### src/rtl/mixer_pkg.sv
// mixer_pkg: shared FSM encoding and width helpers for the mixer family
package mixer_pkg;
    typedef enum logic [1:0] {IDLE, ACCUM, OUTPUT} state_t;
    function automatic int clog2(input int value);
        int r;
        r = 0;
        while ((1 << r) < value) r++;
        return r;
    endfunction
    function automatic int acc_width(input int dac_bits, input int channels);
        return dac_bits + clog2(channels);
    endfunction
endpackage

### src/rtl/mixer_channel_scale.sv
// mixer_channel_scale: left-justify a channel sample into the DAC width, attenuate and gate it
module mixer_channel_scale #(
    parameter int BIT_DEPTH     = 8,
    parameter int DAC_BIT_DEPTH = 12,
    parameter int AMP_WIDTH     = 4
) (
    input  logic [BIT_DEPTH-1:0]     sample,
    input  logic                     enable,
    input  logic [AMP_WIDTH-1:0]     amp,
    output logic [DAC_BIT_DEPTH-1:0] term
);
    logic [DAC_BIT_DEPTH-1:0] justified;
    always_comb begin
        justified = DAC_BIT_DEPTH'(sample) << (DAC_BIT_DEPTH - BIT_DEPTH);
        term      = enable ? justified >> amp : '0;
    end
endmodule

### src/rtl/seq_mixer.sv
// seq_mixer: time-multiplexed channel mixer with master attenuation, saturation and overrun detection
module seq_mixer
    import mixer_pkg::*;
#(
    parameter int BIT_DEPTH     = 8,
    parameter int DAC_BIT_DEPTH = 12,
    parameter int CHANNELS      = 10,
    parameter int AMP_WIDTH     = 4
) (
    input  logic                            clk,
    input  logic                            rst,
    input  logic                            sample_tick,
    input  logic [CHANNELS*BIT_DEPTH-1:0]   samples,
    input  logic [CHANNELS*AMP_WIDTH-1:0]   amps,
    input  logic [CHANNELS-1:0]             ch_enable,
    input  logic [AMP_WIDTH-1:0]            master_amp,
    output logic [DAC_BIT_DEPTH-1:0]        data,
    output logic                            data_valid,
    output logic                            busy,
    output logic                            clip,
    output logic                            overrun
);
    localparam int ACC_W = acc_width(DAC_BIT_DEPTH, CHANNELS);
    localparam int IW    = clog2(CHANNELS) > 0 ? clog2(CHANNELS) : 1;
    localparam logic [ACC_W-1:0] DAC_MAX = ACC_W'({DAC_BIT_DEPTH{1'b1}});

    state_t                          state;
    logic [CHANNELS*BIT_DEPTH-1:0]   snap_samples;
    logic [CHANNELS*AMP_WIDTH-1:0]   snap_amps;
    logic [CHANNELS-1:0]             snap_enable;
    logic [AMP_WIDTH-1:0]            snap_master;
    logic [ACC_W-1:0]                acc;
    logic [ACC_W-1:0]                scaled;
    logic [IW-1:0]                   idx;
    logic [DAC_BIT_DEPTH-1:0]        term;
    logic                            sat;

    mixer_channel_scale #(
        .BIT_DEPTH    (BIT_DEPTH),
        .DAC_BIT_DEPTH(DAC_BIT_DEPTH),
        .AMP_WIDTH    (AMP_WIDTH)
    ) u_scale (
        .sample(snap_samples[idx*BIT_DEPTH +: BIT_DEPTH]),
        .enable(snap_enable[idx]),
        .amp   (snap_amps[idx*AMP_WIDTH +: AMP_WIDTH]),
        .term  (term)
    );

    always_comb begin
        scaled = acc >> snap_master;
        sat    = scaled > DAC_MAX;
    end

    always_ff @(posedge clk) begin
        if (rst) begin
            state      <= IDLE;
            acc        <= '0;
            idx        <= '0;
            data       <= '0;
            data_valid <= 1'b0;
            busy       <= 1'b0;
            clip       <= 1'b0;
            overrun    <= 1'b0;
        end else begin
            data_valid <= 1'b0;
            if (sample_tick && state != IDLE) overrun <= 1'b1;
            case (state)
                IDLE: if (sample_tick) begin
                    snap_samples <= samples;
                    snap_amps    <= amps;
                    snap_enable  <= ch_enable;
                    snap_master  <= master_amp;
                    acc          <= '0;
                    idx          <= '0;
                    busy         <= 1'b1;
                    state        <= ACCUM;
                end
                ACCUM: begin
                    acc <= acc + ACC_W'(term);
                    idx <= idx + 1'b1;
                    if (idx == IW'(CHANNELS - 1)) state <= OUTPUT;
                end
                OUTPUT: begin
                    data       <= sat ? '1 : scaled[DAC_BIT_DEPTH-1:0];
                    clip       <= sat;
                    data_valid <= 1'b1;
                    busy       <= 1'b0;
                    state      <= IDLE;
                end
                default: state <= IDLE;
            endcase
        end
    end
endmodule

### config.mk
export PLATFORM = sky130hd
export DESIGN_NAME = seq_mixer
export DESIGN_NICKNAME = d
export VERILOG_FILES = /design/src/rtl/mixer_pkg.sv /design/src/rtl/mixer_channel_scale.sv /design/src/rtl/seq_mixer.sv
export SDC_FILE = /design/constraint.sdc
export NUM_CORES = 1
export LEC_CHECK = 0
export CAP_MARGIN = 20
export CORE_MARGIN = 4
export CORE_UTILIZATION = 40
export CTS_CLUSTER_DIAMETER = 150
export CTS_CLUSTER_SIZE = 25
export DETAILED_ROUTE_END_ITERATION = 8
export MAX_ROUTING_LAYER = met4
export SLEW_MARGIN = 20
export SYNTH_ARGS = -nofsm -noshare
export SYNTH_HDL_FRONTEND = slang
export SYNTH_SLANG_ARGS = --single-unit
### constraint.sdc
create_clock -name clk -period 14.45 [get_ports clk]
set_input_delay 2.89 -clock clk [delete_from_list [all_inputs] [get_ports clk]]
set_output_delay 2.89 -clock clk [all_outputs]
set_load 0.01 [all_outputs]
==> impl_metrics.toml, run 1 <==
[synthesis]
synth-seq-area-share = 0.600
synth-xor-area-share = 0.00879
synth_nets = 742
synth_compound_area_frac = 0.0924
synth_edf_count = 134
synthesis.instances = 590
synth_ff_type = "edfxtp_1"
yosys.area_share.simple = 0.0882
synthAdderAreaFrac = 0.0245
postSynthAreaPerCell_um2 = 13.5
syn_area_um2 = 7970
async_flop_share = 0
ys.warnings.count = 0
synth-seq-cells = 172
synth_top_family_by_area = "multiplexers"
synthMuxAreaShare = 0.157
ys_types = 55

[timing]
max-slew-margin-rel = 0.403
skew_ps = 22.2
finalHoldViolCount = 0
setup_violations = 0
fmax_mhz = 179
worstMarginPinSlew_ps = 895
fin_crit_sh = 0.387
period_needed_ps = 5590
finalSetupTns_ps = 0
slew_violations = 0
rsz0062_at_grt = "no"
setup_ws_ps = 8860

[floorplanning]
die-width_um = 149
fp.dieH_um = 149
die_area_um2 = 22300
rows = 51
initial_utilization = 0.408
core_area_um2 = 19500
pin_count = 153

[critical_path]
rr_endpoint = "acc[8]"
worstSetupStartpointType = "input port"
reg2regPathDepth = 15
worst_setup_path_end_kind = "flop"
path_class = "input port to flop"
cp_max_fo = 76
timing.rr.start = "idx[3]"
critPathArrivalTime_ps = 5650
worst-endpoint-required_ps = 14500
reg2reg_setup_slack_ps = 9550

[clock_network]
clockBufferDepth = 2
cts_resized = 0
cts_setup_buffers = 0
path_clk_slew_ps = 70
cts_tree = "yes"
clk-insertion-delay-late_ps = 430
h-tree-depth = 4
clock-sinks = 172
cts_buffers = 17
ctsHoldBuffers = 0
cts_root_buf = "clkbuf_16"

[place]
hpwl_um = 13300
gp_congestion = 0.901
io_buffer_count = 152
dp_slack_ps = 8400

[drt]
drc = 0
drt_first_pass_iters = 6
vias = 5264
wl_per_cell_um = 17.9
via_per_inst = 5.20
antenna_left = 0
drt_wl_total_um = 18100
drtIter0Drc = 374

[power_and_ir_drop]
power.total_mw = 1.14
leakage_nw = 3.52
irDropWorstVdd_mv = 0.0758
p_per_area_nw_per_um2 = 111

[layout]
layout_commonest_cell = "clkdlybuf4s50_1"
fin_util = 0.527
drive_gt1_frac = 0.122
syn_to_final_growth_pct = 29.0
layout_common_cells = "clkdlybuf4s50_1, edfxtp_1, nor2_1"
diodes = 0
nNetsFinal = 886

[status]
outcome = "completed"

[global_route]
grt_remaining_overflow = 0
grt_first_pass_wirelength_um = 29000
grtUsageTotal = 0.173
antenna_found_initial = 0
first_global_vias = 5491
grt_max_degree = 77

[worst_hold_path]
worstHoldStart = "overrun"
whs_path_depth = 2
worst_hold_path_type = "flop to flop"
hold_end = "overrun"

[job]
drv_cap = 0
## cell type report
class,instances,area [um^2]
repair buffers,160,1580
inverters,9,33.8
multi-input cells,374,2960
well taps,265,332
flip-flops and latches,172,4790
fillers,1665,9240
clock buffers,17,425
clock inverters,15,166
## registers in the layout (all words and copies together) (netlist names)
register / cells
clip: 1
overrun: 1
data: 12
state: 2
snap_amps: 40
acc: 16
snap_master: 4
busy: 1
data_valid: 1
snap_enable: 10
snap_samples: 80
idx: 4
## worst max-delay path, stage by stage
cell	delay, ps
clkdlybuf4s50_1	500
nand2_1	390
nor2_4	330
buf_4	610
buf_4	840
## routing by layer
| metal | global-route usage | part of all wire | vias up |
|---|---|---|---|
| li1 | - | - | 2560 |
| met1 | 0.227 | 0.46 | 2565 |
| met2 | 0.278 | 0.49 | 127 |
| met3 | 0.0368 | 0.035 | 12 |
| met4 | 0.0398 | 0.010 | 0 |
| met5 | - | 0 | - |
## synthesized netlist by cell type, types with 4 or more instances
master	n	area share
nor3_1	14	0.0088
nand2b_1	6	0.0047
nand2_1	27	0.013
dfxtp_1	38	0.095
a21o_1	4	0.0038
a22oi_1	4	0.0038
xor2_1	4	0.0044
a211oi_1	14	0.013
mux2i_1	45	0.056
mux4_2	29	0.082
buf_2	8	0.0050
nand3_1	12	0.0075
a21oi_1	34	0.021
ha_1	14	0.022
nor2_1	56	0.026
edfxtp_1	134	0.50
inv_1	8	0.0038
o21a_1	4	0.0038
mux2_2	12	0.017
xnor2_1	4	0.0044
o31ai_1	4	0.0038
nor2b_1	6	0.0047
nor3b_1	5	0.0047
o22ai_1	11	0.0086
clkbuf_1	18	0.0085
o21ai_0	25	0.016
## power breakdown
| part | internal [mW] | leakage (nW) | total, mW | switching [mW] |
|---|---|---|---|---|
| Clock | 0.233 | 0.284 | 0.451 | 0.217 |
| Sequential | 0.554 | 1.55 | 0.563 | 0.00876 |
| Combinational | 0.0668 | 1.69 | 0.125 | 0.0585 |
## cells by family after synthesis
family	Yosys count
multiplexers	87
buffers and inverters	44
AND/OR/NAND/NOR	147
adder cells (fa/ha/maj)	15
AO/OA/AOI/OAI	117
flip-flops	172
XOR/XNOR	8
## worst max path at each step
stage / start / end / slack (ps) / cells after the start
5_1_grt: sample_tick / snap_samples[78] / 8630 / 5
2_1_floorplan: rst / snap_amps[0] / 4750 / 4
3_5_place_dp: sample_tick / snap_samples[17] / 8400 / 5
3_3_place_gp: sample_tick / snap_samples[54] / 8570 / 5
4_1_cts: sample_tick / snap_samples[34] / 8840 / 5
6_report: sample_tick / snap_samples[59] / 8860 / 5
## per-stage QoR
stage          instance area, um^2  hold WS, ps  cells
2_1_floorplan                 7970          462    590
3_3_place_gp                  9690          445    979
3_5_place_dp                  9690          442    979
4_1_cts                      10300          452   1011
5_1_grt                      10300          491   1012
6_report                     10300          450   1012
Power figures use the tool's default switching activity.
==> inputs of run 2 (changes only) <==
==> constraint.sdc (replaced) <==
create_clock -name clk -period 5.8 [get_ports clk]
set_input_delay 1.16 -clock clk [delete_from_list [all_inputs] [get_ports clk]]
set_output_delay 1.16 -clock clk [all_outputs]
set_load 0.01 [all_outputs]
==> impl_metrics.toml, run 2 (synthesis gave the netlist of run 1 again) <==
[critical_path]
worstSetupStartpointType = "flop"
cp_slowest_cell = "o22ai_1"
crit_family = "compound AO/OA/AOI/OAI gates"
worst-endpoint-required_ps = 6160
crit_buf_inv = 0
path_cells = "mux4_2 > mux2i_1 > o22ai_1 > mux2i_1 > mux2i_1 > a22o_1 > ha_1 > fa_1 > a21o_1 > a21oi_1 > o21ai_0 > a21o_1 > o21ba_2 > o31ai_1 > nor2b_1"
cp_max_fo = 10
path_class = "flop to flop"
cp_common_cell = "mux2i_1"
cpPeakStageDelay_ps = 810
critPathArrivalTime_ps = 5030
worst_setup_path_end_kind = "flop"

[floorplanning]
fp.dieH_um = 149
die_area_um2 = 22300
pin_count = 153
die-width_um = 149
initial_utilization = 0.408
rows = 51
core_area_um2 = 19500

[clock_network]
cts_tree = "yes"
clock-sinks = 172
path_clk_slew_ps = 70
cts_setup_buffers = 0
clockBufferDepth = 2
ctsHoldBuffers = 0
cts_buffers = 17
h-tree-depth = 4
clk-insertion-delay-late_ps = 430
cts_root_buf = "clkbuf_16"
cts_resized = 0

[status]
outcome = "completed"

[drt]
drtIter0Drc = 239
vias = 5306
antenna_left = 0
drt_first_pass_iters = 5
wl_per_cell_um = 18.0
drc = 0
via_per_inst = 5.24
drt_wl_total_um = 18200

[layout]
layout_common_cells = "clkdlybuf4s50_1, edfxtp_1, nor2_1"
largest_register_ff_count = 80
fin_util = 0.530
fillCellCount = 1692
largest-register = "snap_samples"
reg_top3 = "snap_samples x80, snap_amps x40, acc x16"
diodes = 0
syn_to_final_growth_pct = 29.8
nNetsFinal = 887
layout_commonest_cell = "clkdlybuf4s50_1"
drive_gt1_frac = 0.123
stdcell_count = 1013

[global_route]
antenna_found_initial = 0
grtUsageTotal = 0.178
grt_first_pass_wirelength_um = 29700
grt_remaining_overflow = 0
grt_max_degree = 83
first_global_vias = 5611

[timing]
rsz0062_at_grt = "no"
max-slew-margin-rel = 0.312
period_needed_ps = 4660
setup_violations = 0
slew_violations = 0
fin_crit_sh = 0.804
finalSetupTns_ps = 0
skew_ps = 10.4
worstMarginPinSlew_ps = 1030
fmax_mhz = 214
finalHoldViolCount = 0

[place]
gp_congestion = 0.908
io_buffer_count = 152
dp.cells = 981
hpwl_um = 13500

[power_and_ir_drop]
p_per_area_nw_per_um2 = 280
leakage_nw = 3.56
irDropWorstVdd_mv = 0.183

[worst_hold_path]
worst_hold_path_type = "flop to flop"

[job]
drv_cap = 0
## run 2: routing by layer
layer  vias to the layer above  track usage  share of wire
met1                      2579        0.226           0.44
li1                       2562            -              -
met3                        13       0.0416          0.049
met5                         -            -              0
met2                       152        0.290           0.50
met4                         0       0.0458          0.011
## run 2: worst paths after layout
check	start	endpoint	slack [ps]	cells past startpoint
setup / recovery	idx[1]	acc[8]	1140	15
hold / removal	overrun	overrun	460	2
hold reg to reg	overrun	overrun	460	2
setup reg to reg	idx[1]	acc[8]	1140	15
## run 2: through the flow
| step | setup slack (ps) | power [mW] | hold slack (ps) | cell area (um^2) |
|---|---|---|---|---|
| floorplan | 98.4 | 1.60 | 462 | 7980 |
| detailed placement | 1150 | 1.75 | 458 | 9730 |
| global placement | 1330 | 1.74 | 449 | 9730 |
| global route | 765 | 3.02 | 506 | 10400 |
| finish | 1140 | 2.90 | 462 | 10400 |
| CTS | 1120 | 2.93 | 469 | 10400 |
## run 2: report_power, final
| group | internal [mW] | switching [mW] |
|---|---|---|
| logic | 0.168 | 0.143 |
| registers | 1.38 | 0.0227 |
| clock network | 0.629 | 0.554 |
## run 2: cell type report
class,count,area (um^2),share of cell area
Inverter,9,33.8,0.00326
Clock inverter,15,199,0.0192
Timing Repair Buffer,161,1610,0.156
Sequential cell,172,4790,0.462
Clock buffer,17,425,0.0411
Tap cell,265,332,0.0320
Multi-Input combinational cell,374,2960,0.286
## run 2: tightest hold or removal path, cell delays in order (launching register included)
cell	delay [ps]
dfxtp_1	320
inv_1	50
a21oi_1	50
==> inputs of run 3 (changes only) <==
==> constraint.sdc (replaced) <==
create_clock -name clk -period 4.8 [get_ports clk]
set_input_delay 0.96 -clock clk [delete_from_list [all_inputs] [get_ports clk]]
set_output_delay 0.96 -clock clk [all_outputs]
set_load 0.01 [all_outputs]
==> impl_metrics.toml, run 3 (synthesis gave the netlist of run 1 again) <==
[layout]
diodes = 0
layout_common_cells = "clkdlybuf4s50_1, edfxtp_1, nor2_1"
largest_register_ff_count = 80
fillCellCount = 1656
largest-register = "snap_samples"
layout_commonest_cell = "clkdlybuf4s50_1"
syn_to_final_growth_pct = 30.2
reg_top3 = "snap_samples x80, snap_amps x40, acc x16"
nNetsFinal = 892
drive_gt1_frac = 0.129

[critical_path]
reg2reg_setup_slack_ps = 330
rr_endpoint = "acc[14]"
reg2regPathDepth = 16
worstSetupStartpointType = "flop"
worst_setup_path_end_kind = "flop"
path_class = "flop to flop"
timing.rr.start = "idx[0]"
worst-endpoint-required_ps = 5120
critPathArrivalTime_ps = 4790
cp_max_fo = 14

[clock_network]
cts_setup_buffers = 0
clockBufferDepth = 2
path_clk_slew_ps = 70
ctsHoldBuffers = 0
clk-insertion-delay-late_ps = 430
cts_tree = "yes"
cts_root_buf = "clkbuf_16"
clock-sinks = 172
h-tree-depth = 4
cts_buffers = 17
cts_resized = 0

[floorplanning]
rows = 51
pin_count = 153
die_area_um2 = 22300
die-width_um = 149
core_area_um2 = 19500
fp.dieH_um = 149
initial_utilization = 0.408

[global_route]
grt_remaining_overflow = 0
grtUsageTotal = 0.172
grt_first_pass_wirelength_um = 29000
first_global_vias = 5582
antenna_found_initial = 0
grt_max_degree = 46

[worst_hold_path]
worst_hold_path_type = "flop to flop"
worstHoldStart = "busy"
hold_end = "busy"
whs_path_depth = 2

[job]
drv_cap = 0

[timing]
fmax_mhz = 224
worstMarginPinSlew_ps = 779
setup_ws_ps = 330
finalSetupTns_ps = 0
fin_crit_sh = 0.931
finalHoldViolCount = 0
skew_ps = 17.1
period_needed_ps = 4470
setup_violations = 0
rsz0062_at_grt = "no"
slew_violations = 0
max-slew-margin-rel = 0.480

[place]
gp_congestion = 0.851
io_buffer_count = 152
dp_slack_ps = 326
hpwl_um = 13600

[drt]
via_per_inst = 5.22
drc = 0
drt_first_pass_iters = 4
drtIter0Drc = 289
drt_wl_total_um = 18300
vias = 5312
wl_per_cell_um = 18.0
antenna_left = 0

[status]
outcome = "completed"

[power_and_ir_drop]
irDropWorstVdd_mv = 0.228
leakage_nw = 3.57
p_per_area_nw_per_um2 = 332
==> run 3: cell count changes in the layout (fill, tap and decap cells not counted) <==
cell	before	now
inv_8	5	4
clkinv_1	0	1
o22ai_2	0	1
clkinv_4	1	3
o22ai_1	11	10
clkinv_8	4	2
inv_12	1	0
clkinv_2	1	0
dfxtp_4	0	1
dfxtp_2	1	0
clkinvlp_4	0	1
buf_12	2	3
buf_4	7	11
inv_6	2	3
==> run 3: power by group <==
group | internal [mW] | switching (mW) | leakage [nW]
combinational | 0.207 | 0.174 | 1.73
clock | 0.743 | 0.628 | 0.289
sequential | 1.67 | 0.0268 | 1.55
total | 2.62 | 0.829 | 3.57
==> run 3: worst max path at each step <==
stage               startpoint            to  slack [ps]  depth (start not counted)
finish                  idx[0]       acc[14]         330                         16
global route            idx[0]       acc[14]          30                         16
CTS                     idx[0]       acc[14]         300                         16
detailed placement      idx[0]       acc[14]         330                         16
global placement        idx[0]        acc[8]         430                         16
floorplan                  rst  snap_amps[0]         790                          4
==> run 3: area by class of cell <==
class                           count  area (um^2)  area share
Sequential cell                   172         4790       0.461
Multi-Input combinational cell    374         2970       0.286
Timing Repair Buffer              166         1660       0.160
Clock buffer                       17          425      0.0410
Tap cell                          265          332      0.0319
Clock inverter                     15          171      0.0165
Inverter                            9         33.8     0.00325
==> run 3: worst max-delay path, cell delays in order, from the launching register on <==
cell and delay (ps):
dfxtp_4 380, buf_4 310, mux4_2 570, a22oi_1 210, o21a_1 330, nand2_1 190
nor2_1 330, a22o_1 210, ha_1 170, fa_1 220, a21o_1 130, a21oi_1 100
o21ai_0 250, nand2_1 150, a21o_1 220, o21ai_0 230, mux2_2 370
==> run 3: through the flow <==
| stage | std cells | util | hold WS (ps) | power, mW | cell area, um^2 |
|---|---|---|---|---|---|
| floorplan | 590 | - | 462 | 1.94 | 7980 |
| global placement | 986 | 0.501 | 452 | 2.10 | 9780 |
| detailed placement | 986 | 0.501 | 455 | 2.11 | 9780 |
| CTS | 1018 | 0.531 | 465 | 3.49 | 10400 |
| global route | 1018 | 0.532 | 496 | 3.59 | 10400 |
| finish | 1018 | 0.532 | 459 | 3.45 | 10400 |
==> run 3: routing by layer <==
metal	up-vias	part of all wire	global-route usage
li1	2576	-	-
met1	2558	0.45	0.224
met2	166	0.49	0.280
met3	12	0.044	0.0362
met4	0	0.011	0.0380
met5	-	0	-
